`config.mk`:
```
export PLATFORM = sky130hd
export DESIGN_NAME = mux_scan_controller
export DESIGN_NICKNAME = d
export VERILOG_FILES = /design/src/rtl/mux_scan_controller.sv
export SDC_FILE = /design/constraint.sdc
export NUM_CORES = 1
export LEC_CHECK = 0
export ABC_AREA = 1
export CAP_MARGIN = 20
export CORE_AREA = 3 3 67 69
export CTS_BUF_LIST = sky130_fd_sc_hd__clkbuf_16
export CTS_CLUSTER_DIAMETER = 80
export DETAILED_ROUTE_END_ITERATION = 6
export DIE_AREA = 0 0 70 72
export PLACE_DENSITY_LB_ADDON = 0.12
export SLEW_MARGIN = 0
export SYNTH_ARGS = -nofsm -noshare
export SYNTH_HDL_FRONTEND = slang
export SYNTH_SLANG_ARGS = --single-unit
export TNS_END_PERCENT = 30
```
`constraint.sdc`:
```
create_clock -name clk -period 1.5 [get_ports clk]
set_input_delay 0.225 -clock clk [delete_from_list [all_inputs] [get_ports clk]]
set_output_delay 0.225 -clock clk [all_outputs]
set_load 0.03 [all_outputs]
```
`src/rtl/mux_scan_controller.sv`:
```
// mux_scan_controller: walks the 4:1 mux selects over the enabled channels,
// samples w at the end of each dwell, and hands 4-bit frames to a consumer
// over valid/ready, either once or continuously.
module mux_scan_controller #(
   parameter int DWELL_W = 4
) (
   input  logic               clk,
   input  logic               rst,
   input  logic               start,
   input  logic               continuous,
   input  logic [3:0]         chan_en,
   input  logic [DWELL_W-1:0] dwell,
   input  logic               w,
   output logic               s0,
   output logic               s1,
   output logic [3:0]         frame,
   output logic               frame_valid,
   input  logic               frame_ready,
   output logic               busy,
   output logic               overrun
);

   typedef enum logic [1:0] {IDLE, DWELL, HOLD} state_t;

   localparam logic [DWELL_W-1:0] ONE = {{(DWELL_W-1){1'b0}}, 1'b1};

   state_t             state, state_nx;
   logic [3:0]         mask, mask_nx;
   logic [DWELL_W-1:0] dwell_eff, dwell_eff_nx;
   logic [DWELL_W-1:0] cnt, cnt_nx;
   logic [1:0]         ch, ch_nx;
   logic [3:0]         shadow, shadow_nx;
   logic [3:0]         frame_nx;
   logic               frame_valid_nx, overrun_nx;
   logic [DWELL_W-1:0] dwell_in;
   logic [3:0]         done_frame;
   logic [2:0]         nxt;
   logic               out_free, to_hold;

   // lowest enabled channel; only called with a non-zero mask
   function automatic logic [1:0] lowest(input logic [3:0] m);
      lowest = 2'd0;
      for (int k = 3; k >= 0; k--)
         if (m[k]) lowest = 2'(k);
   endfunction

   // first enabled channel above cur; bit 2 flags that one exists
   function automatic logic [2:0] above(input logic [3:0] m, input logic [1:0] cur);
      above = 3'b000;
      for (int k = 3; k >= 0; k--)
         if (m[k] && (k > int'(cur))) above = {1'b1, 2'(k)};
   endfunction

   // a dwell of 0 behaves like 1
   assign dwell_in = (dwell == '0) ? ONE : dwell;

   assign s0      = ch[1];
   assign s1      = ch[0];
   assign busy    = (state != IDLE);

   // next-state and datapath updates
   always_comb begin
      state_nx       = state;
      mask_nx        = mask;
      dwell_eff_nx   = dwell_eff;
      cnt_nx         = cnt;
      ch_nx          = ch;
      shadow_nx      = shadow;
      frame_nx       = frame;
      overrun_nx     = 1'b0;
      frame_valid_nx = frame_valid & ~frame_ready;
      done_frame     = shadow;
      done_frame[ch] = w;
      nxt            = above(mask, ch);
      out_free       = ~frame_valid | frame_ready;
      to_hold        = 1'b0;
      case (state)
         IDLE: begin
            if (start && (chan_en != 4'd0)) begin
               mask_nx      = chan_en;
               dwell_eff_nx = dwell_in;
               cnt_nx       = dwell_in - ONE;
               ch_nx        = lowest(chan_en);
               shadow_nx    = 4'd0;
               state_nx     = DWELL;
            end
         end
         DWELL: begin
            if (cnt != '0) begin
               cnt_nx = cnt - ONE;
            end else if (nxt[2]) begin
               shadow_nx = done_frame;
               ch_nx     = nxt[1:0];
               cnt_nx    = dwell_eff - ONE;
            end else begin
               // frame boundary: deliver, park in HOLD, or overwrite
               if (out_free) begin
                  frame_nx       = done_frame;
                  frame_valid_nx = 1'b1;
               end else if (!continuous) begin
                  shadow_nx = done_frame;
                  to_hold   = 1'b1;
                  state_nx  = HOLD;
               end else begin
                  frame_nx   = done_frame;
                  overrun_nx = 1'b1;
               end
               if (!to_hold) begin
                  if (continuous && (chan_en != 4'd0)) begin
                     mask_nx      = chan_en;
                     dwell_eff_nx = dwell_in;
                     cnt_nx       = dwell_in - ONE;
                     ch_nx        = lowest(chan_en);
                     shadow_nx    = 4'd0;
                  end else begin
                     ch_nx    = 2'd0;
                     state_nx = IDLE;
                  end
               end
            end
         end
         HOLD: begin
            // selects stay on the last channel until the consumer drains
            if (frame_ready) begin
               frame_nx       = shadow;
               frame_valid_nx = 1'b1;
               ch_nx          = 2'd0;
               state_nx       = IDLE;
            end
         end
         default: state_nx = IDLE;
      endcase
   end

   // state and datapath registers with synchronous reset
   always_ff @(posedge clk) begin
      if (rst) begin
         state       <= IDLE;
         mask        <= 4'd0;
         dwell_eff   <= ONE;
         cnt         <= '0;
         ch          <= 2'd0;
         shadow      <= 4'd0;
         frame       <= 4'd0;
         frame_valid <= 1'b0;
         overrun     <= 1'b0;
      end else begin
         state       <= state_nx;
         mask        <= mask_nx;
         dwell_eff   <= dwell_eff_nx;
         cnt         <= cnt_nx;
         ch          <= ch_nx;
         shadow      <= shadow_nx;
         frame       <= frame_nx;
         frame_valid <= frame_valid_nx;
         overrun     <= overrun_nx;
      end
   end

endmodule

```
Yosys cells after proc, flatten, opt, wreduce, memory -nomap -nowiden --
Index checks and enable logic that the tools add are counted.
Word-level totals: bits in registers 26, logic and storage cells 124
Operators by class: $add $sub $neg 3, order comparisons 5, equal/unequal tests 12, multiplexer cells 69, bitwise operators 5, reductions and logical operators 21
Operators by type and width (number):
- 4-bit 2-to-1 mux | 28
- 4-bit one-hot mux with 2 select lines | 5
- 2-bit 2-to-1 mux | 17
- 2-bit != test (second input constant) | 6
- 2-bit one-hot mux with 3 select lines | 2
- 4-bit by 1-bit subtractor with 4-bit output (second input constant) | 3
- 1-bit 2-to-1 mux | 11
- 5-bit AND reduction | 2
- 3-bit 2-to-1 mux | 3
- 4-bit != test (second input constant) | 2
- 4-bit AND reduction | 2
- 4-bit nonzero test | 2
- 1-bit logical AND | 6
- 3-bit != test (second input constant) | 2
- 6-bit AND reduction | 1
- 2-bit nonzero test | 3
- 5-bit OR reduction | 1
- 4-bit bitwise mux | 1
- 2-bit greater-than comparator (first input constant) | 2
- 4-bit logical NOT | 1
- 2-bit by 3-bit < comparator with 1-bit output (second input constant) | 1
- 1-bit NOT | 3
- 3-bit AND reduction | 1
- 3-bit nonzero test | 1
- other kinds (9) | 9

Logic depth before layout (Yosys ltp) --
Gate-level depths: netlist of the first run.
depth in word-level cells 12, gate-level depth with buffers 10

Worst setup path before layout of the first run --
OpenSTA, ideal clock, no wires.
path type flip-flop to flip-flop, start point register state[1], end point register ch[0], setup time 0.116 ns, arrival 1.498 ns, required time 1.384 ns, setup slack -0.114 ns, stages on the path, launching flop included 10, buffers on the path 1, cells stage by stage dfxtp_1 inv_1 ha_1 buf_4 nand2_1 nand3_1 nor2_1 inv_1 nor2_1 nor2_1
Between the ends: cells in the longest elaborated chain, start to end 3
RTL lines:
- from (decl) | RTL line 27 | state_t state, state_nx;
- from (signal assigned) | RTL line 148 | state <= state_nx;
- 2-bit by 1-bit == test with 1-bit output (tied with other cells) | RTL line 77 | case (state)
- 3-bit != test (no source line) (tied with other cells)
- 5-bit AND reduction (no source line)
- to (signal assigned) | RTL line 152 | ch <= ch_nx;
- to (decl) | RTL line 31 | logic [1:0] ch, ch_nx;
Parallel ways exist; a longest one is shown, timed or not. A chain may end at the register's enable or synchronous reset.

Worst setup path after layout of the first run --
start point register frame[3], end point output port frame[3]
RTL lines:
- from (decl) | RTL line 16 | output logic [3:0] frame,
- from (signal assigned) | RTL line 154 | frame <= frame_nx;
No word-level cell between the ends.

==> results of run 1 <==
[worst paths after layout]
kind	from	end	slack (ns)	depth (start not counted)
max	frame[3]$_SDFFE_PP0P_	frame[3]	0.03	1
min	chan_en[3]	mask[3]$_SDFFE_PP0P_	0.45	5
max reg2reg	cnt[0]$_SDFFE_PP0P_	cnt[2]$_SDFFE_PP0P_	0.07	9
min reg2reg	frame[1]$_SDFFE_PP0P_	frame[1]$_SDFFE_PP0P_	0.48	2
[through the flow]
| step | total power [mW] | worst slack, ns |
|---|---|---|
| final | 5.39 | 0.0305 |
| after global routing | 5.89 | -0.0480 |
| after CTS | 5.03 | -0.0110 |
| after detailed placement | 4.39 | -0.279 |
| after global placement | 4.36 | -0.250 |
| after floorplan | 3.22 | 0.0289 |
[flip-flops by register name, summed over array words and instances (netlist names)]
register	flops
cnt	4
dwell_eff	4
frame	4
shadow	4
mask	3
ch	2
state	2
frame_valid	1
overrun	1
[routing by layer]
metal / routed length [um] / GRT usage / share of wire / up-vias
li1: - / - / - / 1055
met1: 2320 / 0.256 / 0.47 / 913
met2: 2470 / 0.359 / 0.50 / 33
met3: 116 / 0.0235 / 0.023 / 6
met4: 74 / 0.0532 / 0.015 / 0
met5: 0 / 0 / 0 / -
[cells in the mapped netlist, drive strengths merged]
master   n  share of area
o21bai   4          0.017
buf      1         0.0042
xnor2    2         0.0099
a31oi    1         0.0035
nand4    2         0.0071
nor2    45           0.10
clkbuf   3         0.0063
nand3   24          0.075
or2      1         0.0035
ha       7          0.049
a21oi   15          0.042
clkinv   2         0.0049
mux2i    3          0.017
dfxtp   25           0.28
inv     41          0.090
nand3b   4          0.017
o21ai   15          0.042
nand2   94           0.21
nor3     2         0.0056
nor4     1         0.0035
xor2     1         0.0049
[timing repair]
item                                    4_1_cts  5_1_grt
pin swaps                                     1       10
buffers inserted                              0        1
endpoints found under the setup margin       21       25
resized for setup                             8       43
hold buffers                                  0        0
[power breakdown]
part           leakage, nW  switching [mW]  internal (mW)
Combinational         1.10            2.10           1.55
Clock               0.0423           0.228          0.356
Sequential           0.208           0.208          0.935
Total                 1.35            2.54           2.85
[layout make-up]
cell class / instances / area, sq um
Multi-Input combinational cell: 221 / 1230
Timing Repair Buffer: 68 / 584
Clock buffer: 3 / 75.1
Clock inverter: 1 / 3.75
Fill cell: 358 / 1330
Inverter: 43 / 171
Tap cell: 50 / 62.6
Sequential cell: 25 / 510
[worst min-delay path: stages]
cell and delay (ns):
dlymetal6s2s_1 0.12, buf_4 0.13, nand3b_1 0.09, nand2_1 0.04
nor2_1 0.07
[logic make-up after synthesis]
logic type                 share of synthesized area
and+or+nand+nor                                0.427
buffers and inverters                          0.105
AOI/OAI and AO/OA                              0.105
DFF                                            0.282
adders and majority gates                     0.0494
xor gates and xnor gates                      0.0148
muxes                                         0.0169
==> impl_results.md, run 1 <==
* Peak supply drop at between 1000 and 1500 uV
* Syn avg cell area at 6.06 sq um
* Placer Congestion at approximately 0.84
* Overflow after GRT at 0
* WP buf/inv at 1
* Ys Warns at 0
* Vias in the first global route at ~1800
* Period utilisation layout at 0.980
* Worst EP arrival at between 1 and 1.5 ns
* Clock transition at path regs at 0.06 ns
* Fin. max-slew vios at 0
* Sequential share of the synthesized area at 0.282
* Measured slew at the worst slew-check pin at 0.331 ns
* Pre-antenna DRT Iters at 4
* CTS tree: yes
* Worst min-delay path class: in2reg
* Max Buffers Root-to-Sink at 2
* Startpoint types: flip-flop
* Delay-heaviest family, CP: buffers and inverters
* Post-DP HPWL at 3.76 mm
* Post-synth cell types at 28
* Total Routing Usage GR at 0.200
* Leak at roughly 1.3 nW
* Slew margin rel. at 0.779
* Diodes inserted at 0
* CP max FO at 2
* Root Driver: clkbuf_16
* Fin util at 0.664
* Minimum clock period at 1.47 ns
* RSZ-0062 raised after global routing: true
* Commonest cells after routing, fill and taps aside: 81 x nand2_1, 44 x buf_4, 37 x nor2_1, 37 x inv_1, 21 x dfxtp_1
* Initial DRC count at 124
* First-pass GRT wire length at about 8.2 mm
* CP max-delay cell: clkdlybuf4s50_1
* Critical path class: reg2out
* Critical Path Sink Type: primary output
* Final net count at about 380
* Initial Utilization at 0.447
* Die area at between 5000 and 6000 sq um
* Placed insts at slightly above 400
* Final setup fails at 0
* Drt drc at 0
* Number of synthesized register bits at 25
* Die height at roughly 70 um
* Hold_ws at roughly 0.45 ns
* Initial antenna violation count at 0
* Max incr delay on CP at 0.67 ns
* Post-Syn Nets at 314
* Ports at 23
* Worst EP required at around 1.3 ns
* Max cap viols at 0
* Share of cells above drive strength 1 at 0.260
* Post-Route WL at 4.97 mm
* Chip Width at about 70 um
* Area Overhead vs Synth at 48.7%
* Gate Count Post-Synth at around 300
* Status: finished, final reports clean
* CORE AREA at 3970 sq um
* Drt wl/cell at about 12 um
* Fin cells at a little over 400
* Hold Fails Final Rpt at 0
* Num CTS Buffers at 3
* Final Instance Area at 2640 sq um
* Cell Area, Synth at 1770 sq um
* Largest net degree at the start of global routing at 14
* Most common cell after layout, fill and taps aside: nand2_1
* Clk_lat worst skew at 0.26 ns
* Setup TNS at 0 ns
* Clock sink total at 25
* Power Dens Cells at 2040 nW/um^2
* Setup Skew at about 0.005 ns
* Vias per cell at 4.88
* Row count at 23
* Area of placed instances at between 2000 and 2500 sq um
* H-tree Lvls at 1
* Via Count at roughly 2000
* Critical-path cell list: clkdlybuf4s50_1
* Port Buffers at 22
* Fmax at slightly below 700 MHz
* Antenna Violating Nets Remaining at 0
(Power assumes the default switching activity.)
==> inputs of run 2 (changes only) <==
- CORE_AREA: 3 3 67 69 -> 3 3 64 66
- DIE_AREA: 0 0 70 72 -> 0 0 67 69
==> impl_results.md, run 2 (same netlist as run 1, synthesis figures left out) <==
* Worst Setup EP: overrun
* Hold Fails Final Rpt at 0
* Slew margin rel. at 0.778
* Worst r2r dst: frame[0]$_SDFFE_PP0P_
* Diodes inserted at 0
* Overall power at 5.41 mW
* Initial Utilization at 0.488
* Final setup fails at 0
* Fin. max-slew vios at 0
* Max incr delay on CP at between 0.6 and 0.7 ns
* Clock sink total at 25
* Startpoint types: flip-flop
* Measured slew at the worst slew-check pin at roughly 0.33 ns
* H-tree Lvls at 1
* Critical-path cell list: clkdlybuf4s50_1
* Critical Path Sink Type: primary output
* Reg2reg start: state[1]$_SDFFE_PP0P_
* Worst reg2reg path depth at 8
* Leak at 1.39 nW
* Worst min-delay path class: in2reg
* Status: finished, final reports clean
* RSZ-0062 raised after global routing: true
* Commonest cells after routing, fill and taps aside: 82 x nand2_1, 42 x buf_4, 36 x nor2_1, 35 x inv_1, 21 x dfxtp_1
* Chip Width at between 60 and 70 um
* Setup crit start: overrun$_SDFF_PP0_
* Drt drc at 0
* Placed insts at between 400 and 500
* Setup Skew at around 0.0042 ns
* R2R setup slack at roughly 0.07 ns
* Clk_lat worst skew at roughly 0.26 ns
* Post-Route WL at 5.08 mm
* Fmax at around 700 MHz
* Hold_ws at between 0.4 and 0.5 ns
* Clock transition at path regs at 0.07 ns
* Worst EP arrival at around 1.2 ns
* First-pass GRT wire length at 7.94 mm
* Place WS at -0.263 ns
* Fin util at 0.725
* Share of cells above drive strength 1 at 0.256
* Max Buffers Root-to-Sink at 2
* Peak supply drop at 941 uV
* CTS tree: yes
* Power Dens Cells at a little over 2000 nW/um^2
* Overflow after GRT at 0
* Vias in the first global route at approximately 1900
* Root Driver: clkbuf_16
* Via Count at between 2000 and 2500
* Max cap viols at 0
* Total Routing Usage GR at 0.218
* Vias per cell at roughly 5.0
* Critical path class: reg2out
* Drt wl/cell at approximately 12 um
* Minimum clock period at 1.44 ns
* CP max-delay cell: clkdlybuf4s50_1
* Area Overhead vs Synth at 48.5%
* WP buf/inv at 1
* Final net count at 381
* Largest net degree at the start of global routing at 15
* Port Buffers at 22
* Num CTS Buffers at 3
* Delay-heaviest family, CP: buffers and inverters
* Crit. path cell count at 1
* Row count at 22
* Fin cells at about 400
* Initial antenna violation count at 0
* Placer Congestion at between 0.8 and 0.9
* Die area at approximately 4600 sq um
* Period utilisation layout at 0.963
* Pre-antenna DRT Iters at 4
* Initial DRC count at approximately 130
* Ports at 23
* CP max FO at 1
* Post-DP HPWL at 3.73 mm
* Worst EP required at around 1.3 ns
* Most common cell after layout, fill and taps aside: nand2_1
* Worst setup margin at 0.0551 ns
* Die height at between 60 and 70 um
* CORE AREA at around 3600 sq um
* Antenna Violating Nets Remaining at 0
## run 2: cell types whose count changed in the layout (fill, tap and decap cells not counted), sizes merged
cell           previous run  this run
clkdlybuf4s50            14         8
dlygate4sd2               2         5
dlymetal6s2s              5         8
buf                      47        45
clkinv                    1         2
inv                      43        42
## run 2: report_power, final
| group | total, mW | switching, mW | internal, mW |
|---|---|---|---|
| registers | 1.15 | 0.211 | 0.934 |
| logic | 3.66 | 2.14 | 1.51 |
| clock network | 0.606 | 0.247 | 0.360 |
## run 2: worst min path at each step
stage | startpoint | endpoint | slack [ns] | depth (start not counted)
2_1_floorplan | continuous | overrun$_SDFF_PP0_ | 0.37 | 2
3_3_place_gp | shadow[1]$_SDFFE_PP0P_ | shadow[1]$_SDFFE_PP0P_ | 0.47 | 2
4_1_cts | shadow[1]$_SDFFE_PP0P_ | shadow[1]$_SDFFE_PP0P_ | 0.48 | 2
6_report | dwell[1] | dwell_eff[1]$_SDFFE_PP0P_ | 0.43 | 5
3_5_place_dp | shadow[1]$_SDFFE_PP0P_ | shadow[1]$_SDFFE_PP0P_ | 0.47 | 2
5_1_grt | dwell[1] | dwell_eff[1]$_SDFFE_PP0P_ | 0.45 | 5
## run 2: per-stage QoR
stage          area, sq um  setup TNS (ns)
3_3_place_gp          2370           -3.90
4_1_cts               2460         -0.0366
6_report              2640               0
5_1_grt               2640         -0.0811
2_1_floorplan         1790               0
3_5_place_dp          2370           -4.78
## run 2: final cells by class
cell class / count / area (sq um)
Multi-Input combinational cell: 221 / 1240
Fill cell: 309 / 998
Timing Repair Buffer: 66 / 573
Sequential cell: 25 / 510
Inverter: 43 / 169
Clock buffer: 3 / 75.1
Tap cell: 48 / 60.1
Clock inverter: 1 / 5.00
## run 2: timing repair
item                                   CTS  global route
setup endpoints to repair               23            26
buffers inserted                         0             1
hold buffers                             0             0
pin swaps                                1            14
resized for setup                        9            50
endpoints found under the hold margin    0             0
gates cloned                             0             0
## run 2: routing by layer
layer | track usage | share of wire | vias to the layer above
met5 | 0 | 0 | -
met4 | 0.0856 | 0.028 | 0
met3 | 0.0407 | 0.045 | 13
met2 | 0.373 | 0.51 | 41
met1 | 0.260 | 0.41 | 926
li1 | - | - | 1055
